[config.mk]
export PLATFORM = sky130hd
export DESIGN_NAME = stopwatch_counter
export DESIGN_NICKNAME = d
export VERILOG_FILES = /design/src/rtl/stopwatch_counter.sv
export SDC_FILE = /design/constraint.sdc
export NUM_CORES = 1
export LEC_CHECK = 0
export CAP_MARGIN = 30
export CORE_MARGIN = 5
export CORE_UTILIZATION = 40
export DETAILED_ROUTE_END_ITERATION = 12
export GPL_ROUTABILITY_DRIVEN = 0
export PLACE_DENSITY = 0.73
export SYNTH_ARGS = -nofsm -noshare
export SYNTH_HDL_FRONTEND = slang
export SYNTH_SLANG_ARGS = --single-unit
[constraint.sdc]
create_clock -name clk_in -period 2.35 [get_ports clk_in]
set_clock_uncertainty 0.2 [all_clocks]
set_input_delay 0.3525 -clock clk_in [delete_from_list [all_inputs] [get_ports clk_in]]
set_output_delay 0.3525 -clock clk_in [all_outputs]
set_load 0.005 [all_outputs]
[src/rtl/stopwatch_counter.sv]
// stopwatch_counter
//   MM:SS stopwatch kept as four BCD digits, driven by the divider's 1 Hz and
//   2 Hz single-cycle enables. A RUN / PAUSED / ADJ mode machine selects
//   between free counting (1 Hz), holding, and manual field adjustment (2 Hz).
//   All outputs come straight from registers or from decodes of registered state.
//
// Ports
//   clk_in       system clock
//   rst          synchronous, active-high reset
//   tick_1hz     1 Hz count enable (used in RUN)
//   tick_2hz     2 Hz adjust enable (used in ADJ)
//   pause_pulse  debounced pause button pulse
//   adj          adjust mode request (level)
//   sel          adjust field select: 0 = minutes, 1 = seconds
//   min_tens, min_ones, sec_tens, sec_ones   BCD time digits
//   running      state is RUN
//   adjusting    state is ADJ
//   blink_field  [1] blank minutes, [0] blank seconds in the blink-off phase
//   blink_phase  toggles on each tick_2hz while adjusting
module stopwatch_counter #(
  parameter int unsigned MIN_MAX = 59
) (
  input  logic       clk_in,
  input  logic       rst,
  input  logic       tick_1hz,
  input  logic       tick_2hz,
  input  logic       pause_pulse,
  input  logic       adj,
  input  logic       sel,
  output logic [3:0] min_tens,
  output logic [3:0] min_ones,
  output logic [3:0] sec_tens,
  output logic [3:0] sec_ones,
  output logic       running,
  output logic       adjusting,
  output logic [1:0] blink_field,
  output logic       blink_phase
);

  localparam logic [1:0] ST_RUN    = 2'd0;
  localparam logic [1:0] ST_PAUSED = 2'd1;
  localparam logic [1:0] ST_ADJ    = 2'd2;

  localparam logic [3:0] MAX_TENS = 4'(MIN_MAX / 10);
  localparam logic [3:0] MAX_ONES = 4'(MIN_MAX % 10);

  logic [1:0] r_state;
  logic       r_paused_saved;
  logic [3:0] r_min_tens, r_min_ones, r_sec_tens, r_sec_ones;
  logic       r_blink_phase;
  logic [1:0] r_blink_field;

  logic [1:0] w_state_next;
  logic       w_saved_next;

  // Mode machine; adj level changes take priority and swallow a coincident pause pulse.
  always_comb begin
    w_state_next = r_state;
    w_saved_next = r_paused_saved;
    if (adj && (r_state != ST_ADJ)) begin
      w_state_next = ST_ADJ;
      w_saved_next = (r_state == ST_PAUSED);
    end else if (!adj && (r_state == ST_ADJ)) begin
      w_state_next = r_paused_saved ? ST_PAUSED : ST_RUN;
    end else if (pause_pulse) begin
      case (r_state)
        ST_RUN:    w_state_next = ST_PAUSED;
        ST_PAUSED: w_state_next = ST_RUN;
        ST_ADJ:    w_saved_next = ~r_paused_saved;
        default:   w_state_next = ST_RUN;
      endcase
    end else if ((r_state != ST_RUN) && (r_state != ST_PAUSED) && (r_state != ST_ADJ)) begin
      w_state_next = ST_RUN;
    end
  end

  // Digit step logic: every wrap test uses >= so an illegal code steps to 0.
  logic w_so_wrap, w_st_wrap, w_mo_wrap, w_min_wrap;
  logic w_in_run, w_in_adj, w_do_sec, w_do_min;

  assign w_so_wrap  = (r_sec_ones >= 4'd9);
  assign w_st_wrap  = (r_sec_tens >= 4'd5);
  assign w_mo_wrap  = (r_min_ones >= 4'd9);
  // Packed BCD digits compare in numeric order, so MM >= MIN_MAX is a plain compare.
  assign w_min_wrap = ({r_min_tens, r_min_ones} >= {MAX_TENS, MAX_ONES});

  assign w_in_run = (r_state == ST_RUN);
  assign w_in_adj = (r_state == ST_ADJ);
  assign w_do_sec = (w_in_run && tick_1hz) || (w_in_adj && tick_2hz && sel);
  // Seconds rollover carries into minutes only in RUN; ADJ steps minutes directly.
  assign w_do_min = (w_in_run && tick_1hz && w_so_wrap && w_st_wrap) ||
                    (w_in_adj && tick_2hz && !sel);

  logic [3:0] w_sec_ones_next, w_sec_tens_next, w_min_ones_next, w_min_tens_next;

  always_comb begin
    w_sec_ones_next = r_sec_ones;
    w_sec_tens_next = r_sec_tens;
    w_min_ones_next = r_min_ones;
    w_min_tens_next = r_min_tens;
    if (w_do_sec) begin
      w_sec_ones_next = w_so_wrap ? '0 : r_sec_ones + 4'd1;
      if (w_so_wrap)
        w_sec_tens_next = w_st_wrap ? '0 : r_sec_tens + 4'd1;
    end
    if (w_do_min) begin
      if (w_min_wrap) begin
        w_min_tens_next = '0;
        w_min_ones_next = '0;
      end else if (w_mo_wrap) begin
        w_min_ones_next = '0;
        w_min_tens_next = (r_min_tens >= 4'd9) ? '0 : r_min_tens + 4'd1;
      end else begin
        w_min_ones_next = r_min_ones + 4'd1;
      end
    end
  end

  always_ff @(posedge clk_in) begin
    if (rst) begin
      r_state        <= ST_RUN;
      r_paused_saved <= 1'b0;
      r_min_tens     <= '0;
      r_min_ones     <= '0;
      r_sec_tens     <= '0;
      r_sec_ones     <= '0;
      r_blink_phase  <= 1'b0;
      r_blink_field  <= '0;
    end else begin
      r_state        <= w_state_next;
      r_paused_saved <= w_saved_next;
      r_min_tens     <= w_min_tens_next;
      r_min_ones     <= w_min_ones_next;
      r_sec_tens     <= w_sec_tens_next;
      r_sec_ones     <= w_sec_ones_next;
      // Phase only runs while staying in ADJ; leaving or outside ADJ it is 0.
      if (w_in_adj && (w_state_next == ST_ADJ))
        r_blink_phase <= r_blink_phase ^ tick_2hz;
      else
        r_blink_phase <= 1'b0;
      // Keyed to next state so the field tracks the registered adjusting flag.
      if (w_state_next == ST_ADJ)
        r_blink_field <= sel ? 2'b01 : 2'b10;
      else
        r_blink_field <= 2'b00;
    end
  end

  assign min_tens    = r_min_tens;
  assign min_ones    = r_min_ones;
  assign sec_tens    = r_sec_tens;
  assign sec_ones    = r_sec_ones;
  assign running     = (r_state == ST_RUN);
  assign adjusting   = (r_state == ST_ADJ);
  assign blink_field = r_blink_field;
  assign blink_phase = r_blink_phase;

endmodule

==> out/qor.txt, run 1 <==
outcome = finished clean
CP Capture Type = flip-flop
GRT Util Overall = 14.16%
Vert. Die Dim = 65.28 µm
Post-DP HPWL = 2191 µm
hold endpoint = sec_tens[3]$_SDFFE_PP0P_
hold wc startpoint = sec_tens[3]$_SDFFE_PP0P_
Post-Syn Area = 0.001222 mm²
clock sinks = 22
Core ar. = 0.003003 mm²
Total Wirelength = 2785 µm
Post-Syn Instances = 138
Port Buffers = 27
grt ovf = 0
arrival time at the worst endpoint = 2.29 ns
global-route wire length before repair = 4809 µm
Via Count = 1,111
die width = 65.28 µm
layout cells sized above 1 = 9.884%
period utilisation layout = 95.08%
Final Setup Violations = 0
Final Net Count = 192
fin util = 53.21%
Clk pin slew, worst setup/hold paths = 0.12 ns
CTS tree = yes
hold depth = 2
Synth top cells by count = dfxtp_1 (22), a21oi_1 (12), ha_1 (12), inv_1 (12), nand2_1 (10)
Root Driver = clkbuf_4
post-synth cell types = 36
Mapped Nets = 157
dpl ws = -0.04971 ns
Max FO, Critical Path = 11
# Max-Cap Violations = 0
cell taking the most area after synthesis = dfxtp_1
sequential cell area fraction in the yosys report = 36.03%
std cell rows = 20
Reg2Reg Depth = 8
fmax = 447.6 MHz
CP required = 2.40 ns
Max VDD drop = 0.0002453 V
Clock Path Buffers = 2
Synth area leaders = dfxtp_1 (36%), ha_1 (12%), a21oi_1 (4.9%)
Skew-Pair Late Insertion Delay = 0.30 ns
Static Leakage = 0.6050 nW
share of Yosys cell area claimed by the top area cell type = 36.03%
vias in the first global route = 1,099
pin count of the biggest net entering global routing = 18
initial antenna violation count = 0
Min Clock Period, post-route = 2.234 ns
Async SR Flop Fraction = 0%
ANT cells = 0
startpoint type of the worst setup path = flip-flop
Num CTS Buffers = 3
Detailed Routing Iterations Pass 1 = 4
fin. max-slew vios = 0
io pins = 28
hold slack = 0.2950 ns
final setup margin = 0.1157 ns
synthesized area per cell = 8.858 µm²
setup_tns = 0 ns
DR DRC count = 0
CTS hold repair buffers = 0
Primary FF master, synth = dfxtp_1
DRT antenna net count = 0
Synth warnings = 0
Vias/cell = 5.420
DRT iter0 DRCs = 34
Crit Path Class = reg -> reg
flops & latches, synth = 22
die footprint = 0.004261 mm²
Reg2Reg Launch Point = sec_ones[1]$_SDFFE_PP0P_
CTS H-Tree Depth = 1
count leader, synth = dfxtp_1
worst r2r dst = min_tens[2]$_SDFFE_PP0P_
power density cells = 431.8 mW/mm²
Initial Util = 40.71%
Slew @ Worst Pin = 0.5595 ns
r2r setup slk = 0.12 ns
endpoints failing hold = 0
number of flops mapped to enable cells by yosys = 0
Hold WC Path Type = reg -> reg
routed len/inst = 13.59 µm
relative slew slack = 62.30%
layout overhead on the synthesized area = 30.71%
per-stage QoR:
| step | instance area [µm²] | total power, mW | std cells |
|---|---|---|---|
| 3_5_place_dp | 1560 | 0.4897 | 201 |
| 5_1_grt | 1598 | 0.7297 | 205 |
| 2_1_floorplan | 1222 | 0.4437 | 138 |
| 4_1_cts | 1597 | 0.6977 | 205 |
| 3_3_place_gp | 1560 | 0.4855 | 201 |
| 6_report | 1598 | 0.6899 | 205 |
worst max-delay path, cell delays in order, from the launching register on:
cell,delay (ns)
dfxtp_2,0.39
inv_1,0.07
ha_1,0.17
nor3b_1,0.15
or4b_1,0.52
o32ai_2,0.10
buf_4,0.21
and2_1,0.23
a32o_1,0.16
placed cells by master (no fill, tap or decap), types with 2 or more instances in the layout:
master	netlist	routed
a21boi_0	2	2
dfxtp_1	22	21
inv_1	12	12
ha_1	12	12
nand2b_1	4	4
or4b_1	2	2
o21ai_0	8	8
nand2_1	10	10
nand4b_1	2	2
a21oi_1	12	12
and2b_1	2	2
nor3b_1	6	6
nand3_1	8	8
and2_1	3	3
clkbuf_4	0	3
nor2_1	6	6
buf_4	0	6
a41oi_1	2	2
clkdlybuf4s50_1	0	27
nor3_1	4	4
xnor2_1	2	2
cell type report:
type	instances	area (µm²)
Timing Repair Buffer	33	315.3
Multi-Input combinational cell	101	718.2
Clock buffer	4	36.28
Fill cell	299	1405
Inverter	12	45.04
Tap cell	33	41.29
Sequential cell	22	441.7
registers in the layout (all words and copies together), names as in the netlist:
register and count:
blink_phase 1, min_tens 4, sec_tens 4, sec_ones 4
blink_field 2, r_state 2, r_paused_saved 1, min_ones 4
layer usage:
metal / up-vias / global-route usage [%] / part of all wire (%)
met2: 25 / 24.65 / 49
met5: - / 0 / 0
li1: 546 / - / -
met4: 0 / 4.922 / 1.1
met3: 4 / 2.906 / 4.6
met1: 536 / 17.15 / 45
worst max-delay path by stage:
| stage | startpoint | depth (start not counted) | to |
|---|---|---|---|
| 2_1_floorplan | sec_ones[0]$_SDFFE_PP0P_ | 8 | min_tens[2]$_SDFFE_PP0P_ |
| 3_3_place_gp | tick_1hz | 7 | min_tens[2]$_SDFFE_PP0P_ |
| 3_5_place_dp | tick_1hz | 7 | min_tens[2]$_SDFFE_PP0P_ |
| 4_1_cts | sec_ones[1]$_SDFFE_PP0P_ | 8 | min_tens[2]$_SDFFE_PP0P_ |
| 5_1_grt | sec_ones[1]$_SDFFE_PP0P_ | 8 | min_tens[2]$_SDFFE_PP0P_ |
| 6_report | sec_ones[1]$_SDFFE_PP0P_ | 8 | min_tens[2]$_SDFFE_PP0P_ |
cell families after synthesis:
logic type / synth area share (%)
buf+inv: 5.220
xor+xnor: 1.433
flops: 36.03
fa+ha+maj: 12.28
simple gates: 27.02
mux: 1.740
compound gates: 16.28
what timing repair did:
action | CTS | global route
setup buffers | 0 | 0
gates resized for setup | 0 | 1
setup endpoints to repair | 0 | 4
report_power, final:
part	internal (mW)	switching, mW
Sequential	0.381	0.00885
Combinational	0.0509	0.0408
Clock	0.0945	0.114
Total	0.526	0.164
Power figures use the tool's default switching activity.
==> inputs of run 2 (changes only) <==
CORE_MARGIN = not set   (was 5)
==> out/qor.txt, run 2 (same netlist as run 1, synthesis figures left out) <==
outcome = complete, but fails checks
violated checks = design-rule violations
post-route cell area = 0.001625 mm²
Max VDD drop = 0.0002661 V
fmax = 443.6 MHz
endpoints failing hold = 0
Detailed Routing Iterations Pass 1 = 8
Inst Count DP = 201
power share of the sequential group = 59.6%
startpoint type of the worst setup path = flip-flop
Post-DP HPWL = 1987 µm
power density cells = 400.7 mW/mm²
commonest non-fill, non-tap cells in the layout = clkdlybuf4s50_1 (27), dfxtp_1 (21), inv_1 (12), a21oi_1 (12), ha_1 (12)
initial antenna violation count = 0
Total Wirelength = 2595 µm
DR DRC count = 2
grt ovf = 0
Hold WC Path Type = reg -> reg
layout overhead on the synthesized area = 32.96%
Vert. Die Dim = 57.28 µm
global-route wire length before repair = 4457 µm
internal power = 496.6 µW
ANT cells = 0
Final Non-Filler Cells = 207
period utilisation layout = 95.92%
Min Clock Period, post-route = 2.254 ns
GRT Util Overall = 16.91%
Root Driver = clkbuf_4
CP Capture Type = flip-flop
pin count of the biggest net entering global routing = 18
Clk pin slew, worst setup/hold paths = 0.11 ns
Num CTS Buffers = 3
vias in the first global route = 1,076
Slew @ Worst Pin = 0.5458 ns
switching share of power = 23.75%
combinational power share = 15.4%
Crit Path Class = reg -> reg
clock sinks = 22
Skew-Pair Late Insertion Delay = 0.29 ns
DRT antenna net count = 0
Vias/cell = 5.372
dpl ws = 0.008201 ns
std cell rows = 19
io pins = 28
final setup margin = 0.09591 ns
# Max-Cap Violations = 0
Max FO, Critical Path = 5
Area after DPL = 0.001573 mm²
routed len/inst = 12.54 µm
arrival time at the worst endpoint = 2.26 ns
fin. max-slew vios = 0
CTS H-Tree Depth = 1
Clock Path Buffers = 2
Final Setup Violations = 0
die width = 57.28 µm
relative slew slack = 63.23%
Final Net Count = 197
DRT iter0 DRCs = 44
Via Count = 1,112
setup_tns = 0 ns
Core ar. = 0.002829 mm²
Static Leakage = 0.6221 nW
CP required = 2.36 ns
die footprint = 0.003281 mm²
Sw Pwr = 154.6 µW
most common cell after layout, fill and taps aside = clkdlybuf4s50_1
CTS tree = yes
Initial Util = 43.21%
layout cells sized above 1 = 11.93%
Port Buffers = 27
clock network fraction of design power = 25.0%
run 2: metrics by stage:
step	utilization, %	power (mW)	hold WS (ns)
global route	57.45	0.6810	0.3224
finish	57.45	0.6512	0.2949
detailed placement	55.59	0.4926	0.2798
CTS	56.39	0.6532	0.2956
floorplan	-	0.4437	0.2249
global placement	55.59	0.4881	0.2610
run 2: path summary, 6_finish.rpt:
path,start,end,slack (ns),cells past startpoint
max,sec_ones[1]$_SDFFE_PP0P_,min_tens[1]$_SDFFE_PP0P_,0.1,8
min,r_paused_saved$_SDFFE_PP0P_,r_paused_saved$_SDFFE_PP0P_,0.29,2
max reg2reg,sec_ones[1]$_SDFFE_PP0P_,min_tens[1]$_SDFFE_PP0P_,0.1,8
min reg2reg,r_paused_saved$_SDFFE_PP0P_,r_paused_saved$_SDFFE_PP0P_,0.29,2
run 2: worst max-delay path, stage by stage (launching register included):
cell,delay (ns)
dfxtp_4,0.38
inv_1,0.06
ha_1,0.18
nor3b_1,0.17
or4b_1,0.52
o32ai_2,0.15
clkdlybuf4s15_2,0.30
nand4b_1,0.12
o31ai_1,0.11
run 2: power by group through the flow:
stage | Clock [mW] | Sequential (mW) | Combinational (mW)
after global routing | 0.180 | 0.390 | 0.112
after global placement | 0 | 0.397 | 0.0913
after CTS | 0.169 | 0.389 | 0.0957
final | 0.163 | 0.388 | 0.100
after detailed placement | 0 | 0.397 | 0.0954
after floorplan | 0 | 0.397 | 0.0464
run 2: timing repair:
item | in CTS | in global routing
gates resized for setup | 0 | 2
hold buffers | 0 | 0
endpoints found under the setup margin | 0 | 5
buffers inserted | 0 | 2
run 2: area by class of cell:
class                      count  area [µm²]
clock buffer                   3       22.52
fill                         265        1204
inverter                      12       45.04
multi-input combinational    101       718.2
sequential                    22       444.2
tap                           31       38.79
timing repair buffer          38       356.6
run 2: per-layer routing:
layer | vias up | GRT usage [%] | routed length (µm)
li1 | 559 | - | -
met1 | 532 | 20.66 | 1182
met2 | 19 | 31.26 | 1327
met3 | 2 | 2.268 | 73
met4 | 0 | 4.181 | 11
met5 | - | 0 | 0
